$ cat src/rtl/cpu_pkg.sv
// Shared pipeline types for the 64-bit ARM core: destination-tracking slot,
// EX operand forward selects and the architectural zero register index.
package cpu_pkg;

  // XZR: reads as zero, writes are discarded, so it never carries a dependency.
  localparam logic [4:0] XZR = 5'd31;

  // One in-flight instruction's destination information.
  typedef struct packed {
    logic       valid;
    logic [4:0] rd;
    logic       reg_write;
    logic       mem_read;
  } dest_slot_t;

  // EX-stage ALU operand source.
  typedef enum logic [1:0] {
    FWD_RF    = 2'b00,
    FWD_EXMEM = 2'b01,
    FWD_MEMWB = 2'b10
  } fwd_sel_t;

  // Priority select for one operand: the nearer producer wins. A load in the
  // ex slot has no result yet, so it cannot feed EX/MEM forwarding.
  function automatic fwd_sel_t pick_fwd(input logic ex_hit,
                                        input logic ex_load,
                                        input logic mem_hit);
    if (ex_hit && !ex_load) begin
      return FWD_EXMEM;
    end else if (mem_hit) begin
      return FWD_MEMWB;
    end else begin
      return FWD_RF;
    end
  endfunction

endpackage

$ cat src/rtl/eq_cmp5.sv
// 5-bit equality comparator used for register-index matching.
module eq_cmp5 (
  input  logic [4:0] a,
  input  logic [4:0] b,
  output logic       eq
);

  // Bitwise XNOR reduced with AND: all bits agree.
  assign eq = &(a ~^ b);

endmodule

$ cat src/rtl/reg_match.sv
// Gated match of one source register against one destination-tracking slot.
// A hit means the slot holds a live write to that register, and the register
// is not the zero register.
module reg_match
  import cpu_pkg::*;
#(
  parameter logic [4:0] ZERO_REG = XZR
) (
  input  dest_slot_t slot,
  input  logic [4:0] src,
  output logic       hit,
  output logic       load_hit
);

  logic rd_eq;
  logic src_is_zero;

  eq_cmp5 u_rd_eq (
    .a  (slot.rd),
    .b  (src),
    .eq (rd_eq)
  );

  eq_cmp5 u_zero_eq (
    .a  (src),
    .b  (ZERO_REG),
    .eq (src_is_zero)
  );

  assign hit      = slot.valid & slot.reg_write & rd_eq & ~src_is_zero;
  // Hit whose producer is a load: its data only exists after MEM.
  assign load_hit = hit & slot.mem_read;

endmodule

$ cat src/rtl/hazard_forward_unit.sv
// Hazard and forwarding unit: tracks destinations in EX/MEM/WB, compares them
// with the ID-stage sources, and produces registered EX forward selects, the
// WB-to-ID bypass, the one-cycle load-use stall and a saturating stall counter.
module hazard_forward_unit
  import cpu_pkg::*;
#(
  parameter logic [4:0] ZERO_REG = XZR,
  parameter int         CNT_W    = 16
) (
  input  logic             clk,
  input  logic             reset,
  input  logic             id_valid,
  input  logic [4:0]       id_rn,
  input  logic [4:0]       id_rm,
  input  logic             id_uses_rm,
  input  logic [4:0]       id_rd,
  input  logic             id_reg_write,
  input  logic             id_mem_read,
  input  logic             flush,
  output logic             stall,
  output logic [1:0]       fwd_a,
  output logic [1:0]       fwd_b,
  output logic             byp_a,
  output logic             byp_b,
  output logic [CNT_W-1:0] stall_count
);

  // Index 0 = ex, 1 = mem, 2 = wb.
  dest_slot_t slots [3];

  logic [2:0] rn_hit;
  logic [2:0] rm_hit;
  logic [2:0] rn_load_hit;
  logic [2:0] rm_load_hit;

  fwd_sel_t   fwd_a_reg;
  fwd_sel_t   fwd_b_reg;
  fwd_sel_t   fwd_a_next;
  fwd_sel_t   fwd_b_next;
  dest_slot_t ex_next;
  logic       advance;

  logic [CNT_W-1:0] stall_count_reg;

  genvar gi;
  generate
    for (gi = 0; gi < 3; gi++) begin : g_match
      reg_match #(.ZERO_REG(ZERO_REG)) u_rn_match (
        .slot     (slots[gi]),
        .src      (id_rn),
        .hit      (rn_hit[gi]),
        .load_hit (rn_load_hit[gi])
      );
      reg_match #(.ZERO_REG(ZERO_REG)) u_rm_match (
        .slot     (slots[gi]),
        .src      (id_rm),
        .hit      (rm_hit[gi]),
        .load_hit (rm_load_hit[gi])
      );
    end
  endgenerate

  // Loads already in mem or wb have their data available; only the ex-slot
  // load hit matters, so the later ones are deliberately left unconsumed.
  logic unused_late_load_hits;
  assign unused_late_load_hits = |{rn_load_hit[2:1], rm_load_hit[2:1]};

  // Load-use hazard: consumer in ID directly behind a load in EX. Flush wins.
  assign stall = id_valid & ~flush &
                 (rn_load_hit[0] | (id_uses_rm & rm_load_hit[0]));

  // Register-file write in WB lands too late for the ID read; bypass it.
  assign byp_a = id_valid & rn_hit[2];
  assign byp_b = id_valid & id_uses_rm & rm_hit[2];

  assign advance = id_valid & ~flush & ~stall;

  // Next ex-slot contents and forward selects for the instruction leaving ID.
  always_comb begin
    ex_next    = '0;
    fwd_a_next = FWD_RF;
    fwd_b_next = FWD_RF;
    if (advance) begin
      ex_next.valid     = 1'b1;
      ex_next.rd        = id_rd;
      ex_next.reg_write = id_reg_write;
      ex_next.mem_read  = id_mem_read;
      fwd_a_next        = pick_fwd(rn_hit[0], rn_load_hit[0], rn_hit[1]);
      if (id_uses_rm) begin
        fwd_b_next = pick_fwd(rm_hit[0], rm_load_hit[0], rm_hit[1]);
      end
    end
  end

  // Advance the tracking pipeline and register the EX operand selects.
  always_ff @(posedge clk or posedge reset) begin
    if (reset) begin
      for (int i = 0; i < 3; i++) begin
        slots[i] <= '0;
      end
      fwd_a_reg <= FWD_RF;
      fwd_b_reg <= FWD_RF;
    end else begin
      slots[2]  <= slots[1];
      slots[1]  <= slots[0];
      slots[0]  <= ex_next;
      fwd_a_reg <= fwd_a_next;
      fwd_b_reg <= fwd_b_next;
    end
  end

  // Saturating count of load-use stall cycles.
  always_ff @(posedge clk or posedge reset) begin
    if (reset) begin
      stall_count_reg <= '0;
    end else if (stall && (stall_count_reg != {CNT_W{1'b1}})) begin
      stall_count_reg <= stall_count_reg + 1'b1;
    end
  end

  assign fwd_a       = fwd_a_reg;
  assign fwd_b       = fwd_b_reg;
  assign stall_count = stall_count_reg;

endmodule

$ cat config.mk
export PLATFORM = sky130hd
export DESIGN_NAME = hazard_forward_unit
export DESIGN_NICKNAME = d
export VERILOG_FILES = /design/src/rtl/cpu_pkg.sv /design/src/rtl/eq_cmp5.sv /design/src/rtl/reg_match.sv /design/src/rtl/hazard_forward_unit.sv
export SDC_FILE = /design/constraint.sdc
export NUM_CORES = 1
export LEC_CHECK = 0
export ABC_AREA = 1
export ABC_CLOCK_PERIOD_IN_PS = 1650
export CAP_MARGIN = 10
export CORE_UTILIZATION = 51
export CTS_BUF_LIST = sky130_fd_sc_hd__clkbuf_8
export DETAILED_ROUTE_END_ITERATION = 6
export PLACE_DENSITY = 0.79
export RECOVER_POWER = 25
export SYNTH_ARGS = -nofsm -noshare
export SYNTH_HDL_FRONTEND = slang
export SYNTH_HIERARCHICAL = 1
export SYNTH_SLANG_ARGS = --single-unit
$ cat constraint.sdc
create_clock -name clk -period 1.65 [get_ports clk]
set_input_delay 0.4125 -clock clk [delete_from_list [all_inputs] [get_ports clk]]
set_output_delay 0.4125 -clock clk [all_outputs]
set_load 0.01 [all_outputs]
==> reports/metrics.yaml <==
pwr:
  power_switching_uw: 615
  p_int_mw: 1.53
  ir_drop_mv: 0.514
  powerDensity_nw_per_um2: 521
  p_clk_share_pct: 32.6
  switching_share_pct: 28.6
  p_leak_nw: 2.40
  pwr-share-comb_pct: 17.3
  power.share.sequential_pct: 50.1
grt:
  antenna_found_initial: 0
  grt.total_usage_pct: 26.6
  grt_pass1_vias: 2890
  grt.overflow.total: 0
  grt_max_degree: 43
  gr-usage-met3_pct: 5.12
  grt_first_pass_wirelength_mm: 12.4
  use_met2_pct: 47.1
  met1_usage_pct: 31.8
  busiest_layer: "met2"
cells_and_area:
  design_area_um2: 4130
  nNetsFinal: 591
  n_fill_cell: 396
  register_area_um2: 1060
  layout_common_cells: "nand2_1 (158), inv_1 (84), conb_1 (42), nor2_1 (41), xnor2_1 (37)"
  instances_no_fill: 639
  layout_commonest_cell: "nand2_1"
  largest_register_ffs: 22
  area_delta_synth_final_pct: 43.3
  multi_input_area_um2: 1740
  drive_gt1_share_pct: 19.7
  num_antenna_cells: 0
clock_tree:
  clkTransAtPathRegs_ns: 0.08
  clockBufferDepth: 2
  cts.hold.buffers_added: 0
  cts_tree: "yes"
  cts.sinks: 42
  clk_latency_ns: 0.31
  root_buffer: "clkbuf_8"
  htreeDepth: 2
  cts_buffers: 5
flow_run:
  cap_violations: 0
worst_setup_path:
  crit_arrival_ns: 1.85
  cp-start-kind: "flop"
  cp-endpoint: "stall"
  endpoint_kind: "output pin"
  crit_required_ns: 1.24
  path_max_fanout: 3
  r2r-end: "stall_count[12]"
  crit_start: "slots[20]"
  r2r-start: "slots[20]"
  rrSetupSlack_ns: -0.50
  rr_worst_depth: 14
  crit_type: "flop to output pin"
sta:
  finalCriticalPeriod_ns: 2.26
  fin_ws_ns: -0.610
  period_share_pct: 137
  rsz0062_at_grt: "true"
  drv_slew: 0
  setup_viol: 32
  hold_violations: 0
  max_freq_ghz: 0.442
  whs_ns: 0.424
  fin_worst_skew_ns: 0.0136
drt:
  num_vias: 2963
  route.detailed.drc: 0
  ant_nets: 0
  viasPerCell: 4.64
  drt_iter0_markers: 183
  drt-total-wl_mm: 7.90
  wl_per_cell_um: 12.4
  dr.pass1.iters: 4
floorplan:
  die_x_um: 77.1
  initial_core_util_pct: 54.6
  io_pins: 45
  core_um2: 5270
  die_height_um: 77.1
  num_rows: 26
  dieArea_um2: 5950
placement:
  dpl.hpwl_mm: 5.20
  place_ws_ns: -1.28
  gp_congestion: 0.908
  dpl_cell_area_um2: 3750
  dp.cells: 610
  portBuffers: 44
yosys:
  synthesis.area_um2: 2880
  avgSynthCellArea_um2: 6.60
  ys_warn_count: 6
  synthCells: 436
min_path:
  hp-class: "flop to flop"
run_status:
  violations: "negative setup slack"
  status: "complete, but fails checks"
power groups by stage:
| stage | clock network, mW | registers, mW | logic [mW] |
|---|---|---|---|
| floorplan | 0 | 1.09 | 0.201 |
| global placement | 0 | 1.09 | 0.342 |
| detailed placement | 0 | 1.09 | 0.353 |
| CTS | 0.705 | 1.07 | 0.363 |
| global route | 0.749 | 1.08 | 0.420 |
| finish | 0.700 | 1.08 | 0.372 |
layout make-up:
class / count / area share, %
Clock inverter: 3 / 0.576
Tap cell: 70 / 2.12
Sequential cell: 42 / 25.8
Timing Repair Buffer: 90 / 19.6
Clock buffer: 5 / 1.67
Inverter: 89 / 8.13
Multi-Input combinational cell: 340 / 42.1
routing by layer:
metal  wire length (um)  share of wire [%]
met3                435                5.5
met1               3240                 41
met4                152                1.9
met2               4070                 52
met5                  0                  0
worst min-delay path by stage:
stage / start / endpoint / cells after the start
final: slots[15] / slots[7] / 0
after global routing: slots[23] / slots[15] / 0
after CTS: slots[15] / slots[7] / 0
after detailed placement: slots[9] / slots[1] / 0
after global placement: slots[15] / slots[7] / 0
after floorplan: slots[9] / slots[1] / 0
what timing repair did:
item                                    4_1_cts  5_1_grt
resized for setup                            83       30
cloned                                        1        0
setup buffers                                19        4
endpoints found under the setup margin       47       40
pin swaps                                    15       19
per-stage QoR:
stage | utilization, % | power [mW] | setup TNS (ns)
detailed placement | 71.2 | 1.45 | -24.53
global route | 78.3 | 2.25 | -13.70
global placement | 71.2 | 1.43 | -23.00
CTS | 76.1 | 2.14 | -9.49
finish | 78.3 | 2.15 | -9.93
floorplan | - | 1.29 | 0
critical path, stage by stage (launching register included):
cell and delay (ns):
dfrtp_2 0.48, xnor2_2 0.16, nand3_2 0.09, nor2_2 0.12
nand2_2 0.10, nor3_4 0.14, nand2_1 0.10, nand2_1 0.10
nand2_2 0.08, inv_2 0.07, buf_6 0.10
(Power assumes the default switching activity.)
